### src/rtl/memory_arbiter_if.sv
// Memory valid/ready bundle: request channel (m_*) and response channel (s_*).
// master drives requests and accepts responses; slave is the opposite side.
interface Memory #(
  parameter int AW = 32,
  parameter int DW = 32
);
  logic [AW-1:0] m_address;
  logic [DW-1:0] m_data;
  logic          m_write;
  logic          m_valid;
  logic          m_ready;
  logic [DW-1:0] s_data;
  logic          s_valid;
  logic          s_ready;

  modport master (
    output m_address, m_data, m_write, m_valid, s_ready,
    input  m_ready, s_data, s_valid
  );

  modport slave (
    input  m_address, m_data, m_write, m_valid, s_ready,
    output m_ready, s_data, s_valid
  );
endinterface

### src/rtl/memory_arbiter.sv
// Two-requester memory arbiter with a tag FIFO routing responses back in order.
// Define MEMORY_ARBITER_ROUND_ROBIN_EN for round-robin; default is port-0 priority.
module memory_arbiter #(
  parameter int DEPTH = 4
) (
  input logic  clk,
  input logic  rst,
  Memory.slave  req0,
  Memory.slave  req1,
  Memory.master mem
);
  localparam int PW = $clog2(DEPTH);

  logic [PW:0]      count;
  logic [PW-1:0]    wptr;
  logic [PW-1:0]    rptr;
  logic [DEPTH-1:0] tags;
  logic             locked;
  logic             lock_g;
  logic             g;
  logic             h;
  logic             full;
  logic             empty;
  logic             mv;
  logic             sr;
  logic             push;
  logic             pop;
`ifdef MEMORY_ARBITER_ROUND_ROBIN_EN
  logic             last;
`endif

  assign full  = (count == (PW+1)'(DEPTH));
  assign empty = (count == '0);
  assign h     = tags[rptr];

  always_comb begin
    g = 1'b0;
    if (locked) begin
      g = lock_g;
    end else if (req0.m_valid && req1.m_valid) begin
`ifdef MEMORY_ARBITER_ROUND_ROBIN_EN
      g = ~last;
`else
      g = 1'b0;
`endif
    end else if (req1.m_valid) begin
      g = 1'b1;
    end
  end

  assign mem.m_address = g ? req1.m_address : req0.m_address;
  assign mem.m_data    = g ? req1.m_data    : req0.m_data;
  assign mem.m_write   = g ? req1.m_write   : req0.m_write;

  assign mv            = !rst && !full && (g ? req1.m_valid : req0.m_valid);
  assign mem.m_valid   = mv;
  assign req0.m_ready  = !rst && !full && !g && mem.m_ready;
  assign req1.m_ready  = !rst && !full &&  g && mem.m_ready;
  assign push          = mv && mem.m_ready;

  // Responses follow the port id at the FIFO head; nothing passes when empty.
  assign sr            = !rst && !empty && (h ? req1.s_ready : req0.s_ready);
  assign mem.s_ready   = sr;
  assign req0.s_valid  = !rst && !empty && !h && mem.s_valid;
  assign req1.s_valid  = !rst && !empty &&  h && mem.s_valid;
  assign req0.s_data   = mem.s_data;
  assign req1.s_data   = mem.s_data;
  assign pop           = mem.s_valid && sr;

  always_ff @(posedge clk or posedge rst) begin
    if (rst) begin
      count  <= '0;
      wptr   <= '0;
      rptr   <= '0;
      tags   <= '0;
      locked <= 1'b0;
      lock_g <= 1'b0;
`ifdef MEMORY_ARBITER_ROUND_ROBIN_EN
      last   <= 1'b1;
`endif
    end else begin
      if (push) begin
        tags[wptr] <= g;
        wptr       <= wptr + 1'b1;
      end
      if (pop) begin
        rptr <= rptr + 1'b1;
      end
      count <= count + {{PW{1'b0}}, push} - {{PW{1'b0}}, pop};
      // Hold the grant on a stalled request so its address stays stable.
      if (push) begin
        locked <= 1'b0;
      end else if (mv && !mem.m_ready) begin
        locked <= 1'b1;
        lock_g <= g;
      end
`ifdef MEMORY_ARBITER_ROUND_ROBIN_EN
      if (push) begin
        last <= g;
      end
`endif
    end
  end
endmodule

### src/flat_wrapper.sv
// flat-port wrapper written by rule: the top's interface ports become plain ports
module memory_arbiter_flat 
#(
  parameter int DEPTH = 4
)
  (clk, rst, req0_m_address, req0_m_data, req0_m_write, req0_m_valid, req0_s_ready, req0_m_ready, req0_s_data, req0_s_valid, req1_m_address, req1_m_data, req1_m_write, req1_m_valid, req1_s_ready, req1_m_ready, req1_s_data, req1_s_valid, mem_m_address, mem_m_data, mem_m_write, mem_m_valid, mem_s_ready, mem_m_ready, mem_s_data, mem_s_valid);
  Memory req0_i ();
  Memory req1_i ();
  Memory mem_i ();
  input logic clk;
  input logic rst;
  input wire logic [$bits(req0_i.m_address)-1:0] req0_m_address;
  input wire logic [$bits(req0_i.m_data)-1:0] req0_m_data;
  input wire logic [$bits(req0_i.m_write)-1:0] req0_m_write;
  input wire logic [$bits(req0_i.m_valid)-1:0] req0_m_valid;
  input wire logic [$bits(req0_i.s_ready)-1:0] req0_s_ready;
  output wire logic [$bits(req0_i.m_ready)-1:0] req0_m_ready;
  output wire logic [$bits(req0_i.s_data)-1:0] req0_s_data;
  output wire logic [$bits(req0_i.s_valid)-1:0] req0_s_valid;
  input wire logic [$bits(req1_i.m_address)-1:0] req1_m_address;
  input wire logic [$bits(req1_i.m_data)-1:0] req1_m_data;
  input wire logic [$bits(req1_i.m_write)-1:0] req1_m_write;
  input wire logic [$bits(req1_i.m_valid)-1:0] req1_m_valid;
  input wire logic [$bits(req1_i.s_ready)-1:0] req1_s_ready;
  output wire logic [$bits(req1_i.m_ready)-1:0] req1_m_ready;
  output wire logic [$bits(req1_i.s_data)-1:0] req1_s_data;
  output wire logic [$bits(req1_i.s_valid)-1:0] req1_s_valid;
  output wire logic [$bits(mem_i.m_address)-1:0] mem_m_address;
  output wire logic [$bits(mem_i.m_data)-1:0] mem_m_data;
  output wire logic [$bits(mem_i.m_write)-1:0] mem_m_write;
  output wire logic [$bits(mem_i.m_valid)-1:0] mem_m_valid;
  output wire logic [$bits(mem_i.s_ready)-1:0] mem_s_ready;
  input wire logic [$bits(mem_i.m_ready)-1:0] mem_m_ready;
  input wire logic [$bits(mem_i.s_data)-1:0] mem_s_data;
  input wire logic [$bits(mem_i.s_valid)-1:0] mem_s_valid;
  assign req0_i.m_address = req0_m_address;
  assign req0_i.m_data = req0_m_data;
  assign req0_i.m_write = req0_m_write;
  assign req0_i.m_valid = req0_m_valid;
  assign req0_i.s_ready = req0_s_ready;
  assign req0_m_ready = req0_i.m_ready;
  assign req0_s_data = req0_i.s_data;
  assign req0_s_valid = req0_i.s_valid;
  assign req1_i.m_address = req1_m_address;
  assign req1_i.m_data = req1_m_data;
  assign req1_i.m_write = req1_m_write;
  assign req1_i.m_valid = req1_m_valid;
  assign req1_i.s_ready = req1_s_ready;
  assign req1_m_ready = req1_i.m_ready;
  assign req1_s_data = req1_i.s_data;
  assign req1_s_valid = req1_i.s_valid;
  assign mem_m_address = mem_i.m_address;
  assign mem_m_data = mem_i.m_data;
  assign mem_m_write = mem_i.m_write;
  assign mem_m_valid = mem_i.m_valid;
  assign mem_s_ready = mem_i.s_ready;
  assign mem_i.m_ready = mem_m_ready;
  assign mem_i.s_data = mem_s_data;
  assign mem_i.s_valid = mem_s_valid;
  memory_arbiter #(.DEPTH(DEPTH)) u_core (.clk(clk), .rst(rst), .req0(req0_i), .req1(req1_i), .mem(mem_i));
endmodule
### config.mk
export PLATFORM = sky130hd
export DESIGN_NAME = memory_arbiter_flat
export DESIGN_NICKNAME = d
export VERILOG_FILES = /design/src/rtl/memory_arbiter_if.sv /design/src/rtl/memory_arbiter.sv /design/src/flat_wrapper.sv
export SDC_FILE = /design/constraint.sdc
export NUM_CORES = 1
export LEC_CHECK = 0
export ABC_AREA = 1
export CAP_MARGIN = 20
export CELL_PAD_IN_SITES_DETAIL_PLACEMENT = 0
export CELL_PAD_IN_SITES_GLOBAL_PLACEMENT = 2
export CORE_AREA = 2 2 150 152
export CTS_BUF_LIST = sky130_fd_sc_hd__clkbuf_4 sky130_fd_sc_hd__clkbuf_8 sky130_fd_sc_hd__clkbuf_16
export DETAILED_ROUTE_END_ITERATION = 10
export DIE_AREA = 0 0 152 154
export PLACE_DENSITY = 0.95
export SETUP_SLACK_MARGIN = 0.3
export SLEW_MARGIN = 20
export SYNTH_ARGS = -nofsm -noshare
export SYNTH_HDL_FRONTEND = slang
export SYNTH_SLANG_ARGS = --single-unit
### constraint.sdc
create_clock -name clk -period 2.86 [get_ports clk]
set_input_delay 0.429 -clock clk [delete_from_list [all_inputs] [get_ports clk]]
set_output_delay 0.429 -clock clk [all_outputs]
set_load 0.02 [all_outputs]
Yosys cells after proc, flatten, opt, wreduce, memory -nomap -nowiden
Index checks and enable logic that the tools add are counted.

Bits in registers: 13. Output and inout port bits: 135.

Add/subtract/negate cells: 4. $lt $le $gt $ge: 3. Eq/ne operators: 1. Mux-type cells: 15. Bitwise operators: 1. Reductions and logical operators: 26.

Operator list (number): 32-bit two-way mux (2); 1-bit logical AND (17); 1-bit two-way mux (10); 1-bit logical NOT (6); 2-bit by 3-bit less-than comparator with 1-bit output, second input constant (2); 2-bit by 1-bit adder with 2-bit output, second input constant (2); 4-bit bitwise mux (1); 3-bit by 1-bit adder with 3-bit output (1); 3-bit equality test, second input constant (1); 3-bit logical NOT (1); 3-bit by 1-bit subtractor with 3-bit output (1); 1-bit binary-select mux with 2-bit select (1); 1-bit demux with 2-bit select (1); 2-bit by 1-bit greater-or-equal comparator with 1-bit output, second input constant (1); 2-bit AND reduction (1); 2-bit nonzero test (1); 1-bit inverter (1).

Longest topological paths before layout
Gate-level depths: netlist of run 1.

Depth in word-level cells: 8. Mapped depth: 13.

Worst setup path after synthesis of run 1
Ideal clock, no wire load.

Kind: register to register. Start: register u_core.count[1]. End: register u_core.count[2]. Library setup time: 0.129 ns. Data arrival time: 2.000 ns. Required time: 2.731 ns. Slack: 0.732 ns. Cell stages (with the launch flop): 11. Buffers on the path: 0. Path through: dfrtp_1 > nor2_1 > a21oi_2 > nand4_1 > inv_1 > ha_1 > inv_1 > ha_1 > fa_1 > xnor2_1 > xor2_1.

RTL lines: from (decl) (RTL line memory_arbiter.sv:14) `logic [PW:0] count;`; from (signal assigned) (RTL line memory_arbiter.sv:89) `count <= count + {{PW{1'b0}}, push} - {{PW{1'b0}}, pop};`; 3-bit logical NOT (RTL line memory_arbiter.sv:33) `assign empty = (count == '0);`; 1-bit logical NOT (RTL line memory_arbiter.sv:62) `assign sr = !rst && !empty && (h ? req1.s_ready : req0.s_ready);`; 1-bit logical AND (2 in series) (RTL line memory_arbiter.sv:62); 1-bit logical AND (RTL line memory_arbiter.sv:68) `assign pop = mem.s_valid && sr;`; named net u_core.pop (RTL line memory_arbiter.sv:27) `logic pop;`; 3-bit by 1-bit subtractor with 3-bit output (RTL line memory_arbiter.sv:89).

The timed path passes the listed nets, and every way through them passes these cells. A chain may end at the register's enable or synchronous reset.

Worst setup path after layout of run 1
Start: input req0_m_valid. End: output mem_m_data[6].

Word-level cells in the longest chain between the ends: 4.

Ends and longest elaborated chain: from (decl) (RTL line flat_wrapper.sv:15) `input wire logic [$bits(req0_i.m_valid)-1:0] req0_m_valid;`; 1-bit logical AND (RTL line memory_arbiter.sv:40) `end else if (req0.m_valid && req1.m_valid) begin`; 1-bit two-way mux (RTL line memory_arbiter.sv:40); 1-bit two-way mux (RTL line memory_arbiter.sv:38) `if (locked) begin`; 32-bit two-way mux (RTL line memory_arbiter.sv:52) `assign mem.m_data = g ? req1.m_data : req0.m_data;`; to (decl) (RTL line flat_wrapper.sv:29) `output wire logic [$bits(mem_i.m_data)-1:0] mem_m_data;`.

No other way between the ends.

==> results of run 1 <==
==> power by group <==
| group | internal (mW) | switching [mW] | leakage (nW) |
|---|---|---|---|
| clock network | 0.186 | 0.0811 | 0.0409 |
| logic | 0.834 | 1.17 | 1.91 |
| registers | 0.274 | 0.0821 | 0.163 |
==> sequential cells by signal, summed over array words and instances (netlist names) <==
signal	cells
u_core.count	3
u_core.lock_g	1
u_core.locked	1
u_core.rptr	2
u_core.tags	4
u_core.wptr	2
==> cell usage in the layout, fill, tap and decap left out, drive strengths merged <==
| master | Yosys | routed |
|---|---|---|
| nand2 | 231 | 231 |
| clkdlybuf4s50 | 0 | 139 |
| dlygate4sd2 | 0 | 67 |
| inv | 22 | 22 |
| nand3 | 18 | 18 |
| dfrtp | 13 | 13 |
| buf | 76 | 10 |
| ha | 6 | 6 |
| nor3 | 4 | 4 |
| nor2 | 4 | 4 |
| clkbuf | 2 | 3 |
| o21ai | 3 | 3 |
| nand4 | 2 | 2 |
| dlymetal6s2s | 0 | 2 |
| a21oi | 2 | 2 |
| or2 | 1 | 1 |
| xnor2 | 1 | 1 |
| xor2 | 1 | 1 |
| fa | 1 | 1 |
| clkinv | 0 | 1 |
==> cell type report <==
class | count | share of cell area
repair buffers | 218 | 0.513
clock inverters | 1 | 0.00120
multi-input cells | 274 | 0.286
inverters | 22 | 0.0198
well taps | 280 | 0.0840
flip-flops and latches | 13 | 0.0780
clock buffers | 3 | 0.0180
==> cell families after synthesis <==
group	after synthesis
adders and majority gates	7
DFF	13
xor gates and xnor gates	2
and+or+nand+nor	260
buffers and inverters	100
AOI/OAI and AO/OA	5
==> routing by layer <==
metal / vias up / share of wire
met5: - / 0
met4: 0 / 0.021
met3: 19 / 0.081
met2: 140 / 0.50
met1: 1116 / 0.40
li1: 1388 / -
==> per-stage QoR <==
stage          utilization  std cells  setup WS, ns
6_report             0.192        811         0.423
5_1_grt              0.192        811         0.320
2_1_floorplan            -        387         0.732
3_5_place_dp         0.192        807         0.139
4_1_cts              0.192        811         0.370
3_3_place_gp         0.192        807         0.137
==> worst paths after layout <==
path	slack [ns]	cells after the start	endpoint
min in group asynchronous	0.67	2	u_core.tags[0]$_DFFE_PP0P_
max reg2reg	0.53	13	u_core.count[2]$_DFF_PP0_
min	0.47	2	u_core.tags[1]$_DFFE_PP0P_
min reg2reg	0.47	2	u_core.tags[1]$_DFFE_PP0P_
max in group asynchronous	1.84	2	u_core.count[1]$_DFF_PP0_
max	0.42	9	mem_m_data[6]
==> worst register-to-register path, delay by kind of cell, from the launching register on <==
family,cells,cell delay (ns)
flops,1,0.44
fa+ha+maj,3,0.83
xor+xnor,2,0.34
buf+inv,3,0.17
simple gates,5,0.48
==> results.md, run 1 <==
* VDD IR-drop max at 0.000195 V
* Met1 usage at 0.0762
* Pins over their slew limit at 0
* Root Driver: clkbuf_16
* Synth warn at 0
* Starting Density at 0.0996
* EDFF count, synth at 0
* Async S/R FF share, synth at 1.00
* GRT overflow at 0
* Post CTS Setup Buffer Count at 0
* Cell taking the most area after synthesis: nand2_1
* Number of distinct library cells after synthesis at 24
* Worst Path Buf+Inv at 4
* Sequence of cells on the critical path: clkdlybuf4s50_1 > nor2_1 > nand2_1 > nand2_2 > buf_12 > buf_12 > nand2_1 > nand2_1 > dlygate4sd2_1
* Simple logic cell fraction of the synthesized area at 0.481
* Power consumption at 2.63 mW
* Relative slew margins at 0.646
* Die ar. at 0.0234 mm^2
* Peak Freq at 410 MHz
* CP arrival at 2.01 ns
* Multi-input logic area at 0.00119 mm^2
* Die Y at 154 um
* Crit-path max cell delay at 0.42 ns
* Clock Sinks at 13
* Synth top area cells: nand2_1 (40%), buf_4 (23%), dfrtp_1 (15%)
* Synth Area in Adders at 0.0440
* DR vias at 2663
* Cells after Synth at 387
* XOR/XNOR Fraction of Synth Area at 0.00811
* PostCTS Resize Cnt at 67
* Global placement routability congestion at 0.730
* Cell family with most CP delay: buffers and inverters
* Fill count at 2478
* Antenna-violating nets left at 0
* Port Buffers at 208
* Grt met3 use at 0.0203
* CP Launch Point: req0_m_valid
* Synth Area in Compound Gates at 0.0185
* Max Cap Viol at 0
* DR WL/cell at 10.5 um
* Final net count at 709
* 1st-pass router iterations at 4
* CTS H-tree depth at 1
* FF+latch area at 325 um^2
* Proportion of layout cells with a drive suffix above 1 at 0.0471
* Yosys top cell area share at 0.396
* Global-route usage over all layers at 0.0695
* Setup CP Type: primary input to output pin
* CP endpoint kind: output pin
* Power per Cell Area at 630 mW/mm^2
* Area Growth Syn to Fin at 93.0%
* Top_reg_cell synth: dfrtp_1
* Die W at 152 um
* Dominant cell by count in the synthesized netlist: nand2_1
* Core area at 0.0217 mm^2
* HP Start: u_core.tags[1]$_DFFE_PP0P_
* Top cells by count, synth: nand2_1 (228), buf_4 (67), inv_1 (19), nand3_1 (17), dfrtp_1 (13)
* Post-CTS Hold Fix Bufs at 0
* Hold Vio Cnt, Final at 0
* Leakage at 2.12 nW
* Longest Clk Path Bufs at 2
* Clock Latency Late Sink at 0.24 ns
* Mux contribution to synthesized area at 0
* Largest net degree at the start of global routing at 37
* Synthesized area at 0.00216 mm^2
* DP HPWL at 7140 um
* Post-Syn Area per Cell at 5.58 um^2
* Clock Skews at 0.00247 ns
* Setup violators final at 0
* Global-route wire length before repair at 13400 um
* Cts bufs inserted at 3
* Vias/cell at 3.28
* Num rows at 54
* Syn_nets at 564
* FF-to-FF Start: u_core.rptr[0]$_DFFE_PP0P_
* Placed cell areas at 0.00417 mm^2
* Global-route track usage on met2 at 0.129
* RSZ-0062 raised after global routing: false
* Initial DRC count at 78
* TritonCTS clock tree: yes
* Worst-path fanout max at 22
* Worst hold slack at 0.469 ns
* Post-synthesis register bit count at 13
* CP max stage cell: clkdlybuf4s50_1
* Sequential-to-total area share from yosys stat at 0.151
* Crit path time final at 2.44 ns
* Period utilisation layout at 0.852
* Ports at 305
* N_diodes at 0
* Worst min path class: flop to flop
* Clk slew on worst S/H paths at 0.05 ns
* Drt total wl at 8550 um
* Measured slew at the worst slew-check pin at 0.531 ns
* Vias in the first global route at 2729
* Fin area at 0.00417 mm^2
* CP startpoint kind: primary input
* Main combinational cell family by area after synthesis: simple AND/OR/NAND/NOR gates
* Outcome: complete, no violations
* Initial antenna violation count at 0
* Global route hottest layer: met2
* Most frequent CP cell: nand2_1
* Drc violations at 0
* Req. time, crit path at 2.43 ns
* Final TNS setup at 0 ns
Power figures use the tool's default switching activity.
==> run 2, diff against run 1 <==
--- a/config.mk
+++ b/config.mk
@@ -11,6 +11,7 @@
 export CELL_PAD_IN_SITES_GLOBAL_PLACEMENT = 2
 export CORE_AREA = 2 2 150 152
 export CTS_BUF_LIST = sky130_fd_sc_hd__clkbuf_4 sky130_fd_sc_hd__clkbuf_8 sky130_fd_sc_hd__clkbuf_16
+export CTS_CLUSTER_SIZE = 28
 export DETAILED_ROUTE_END_ITERATION = 10
 export DIE_AREA = 0 0 152 154
 export PLACE_DENSITY = 0.95
==> results of run 2 <==
Same layout as run 1: the final DEF is identical, and so are final timing and power.
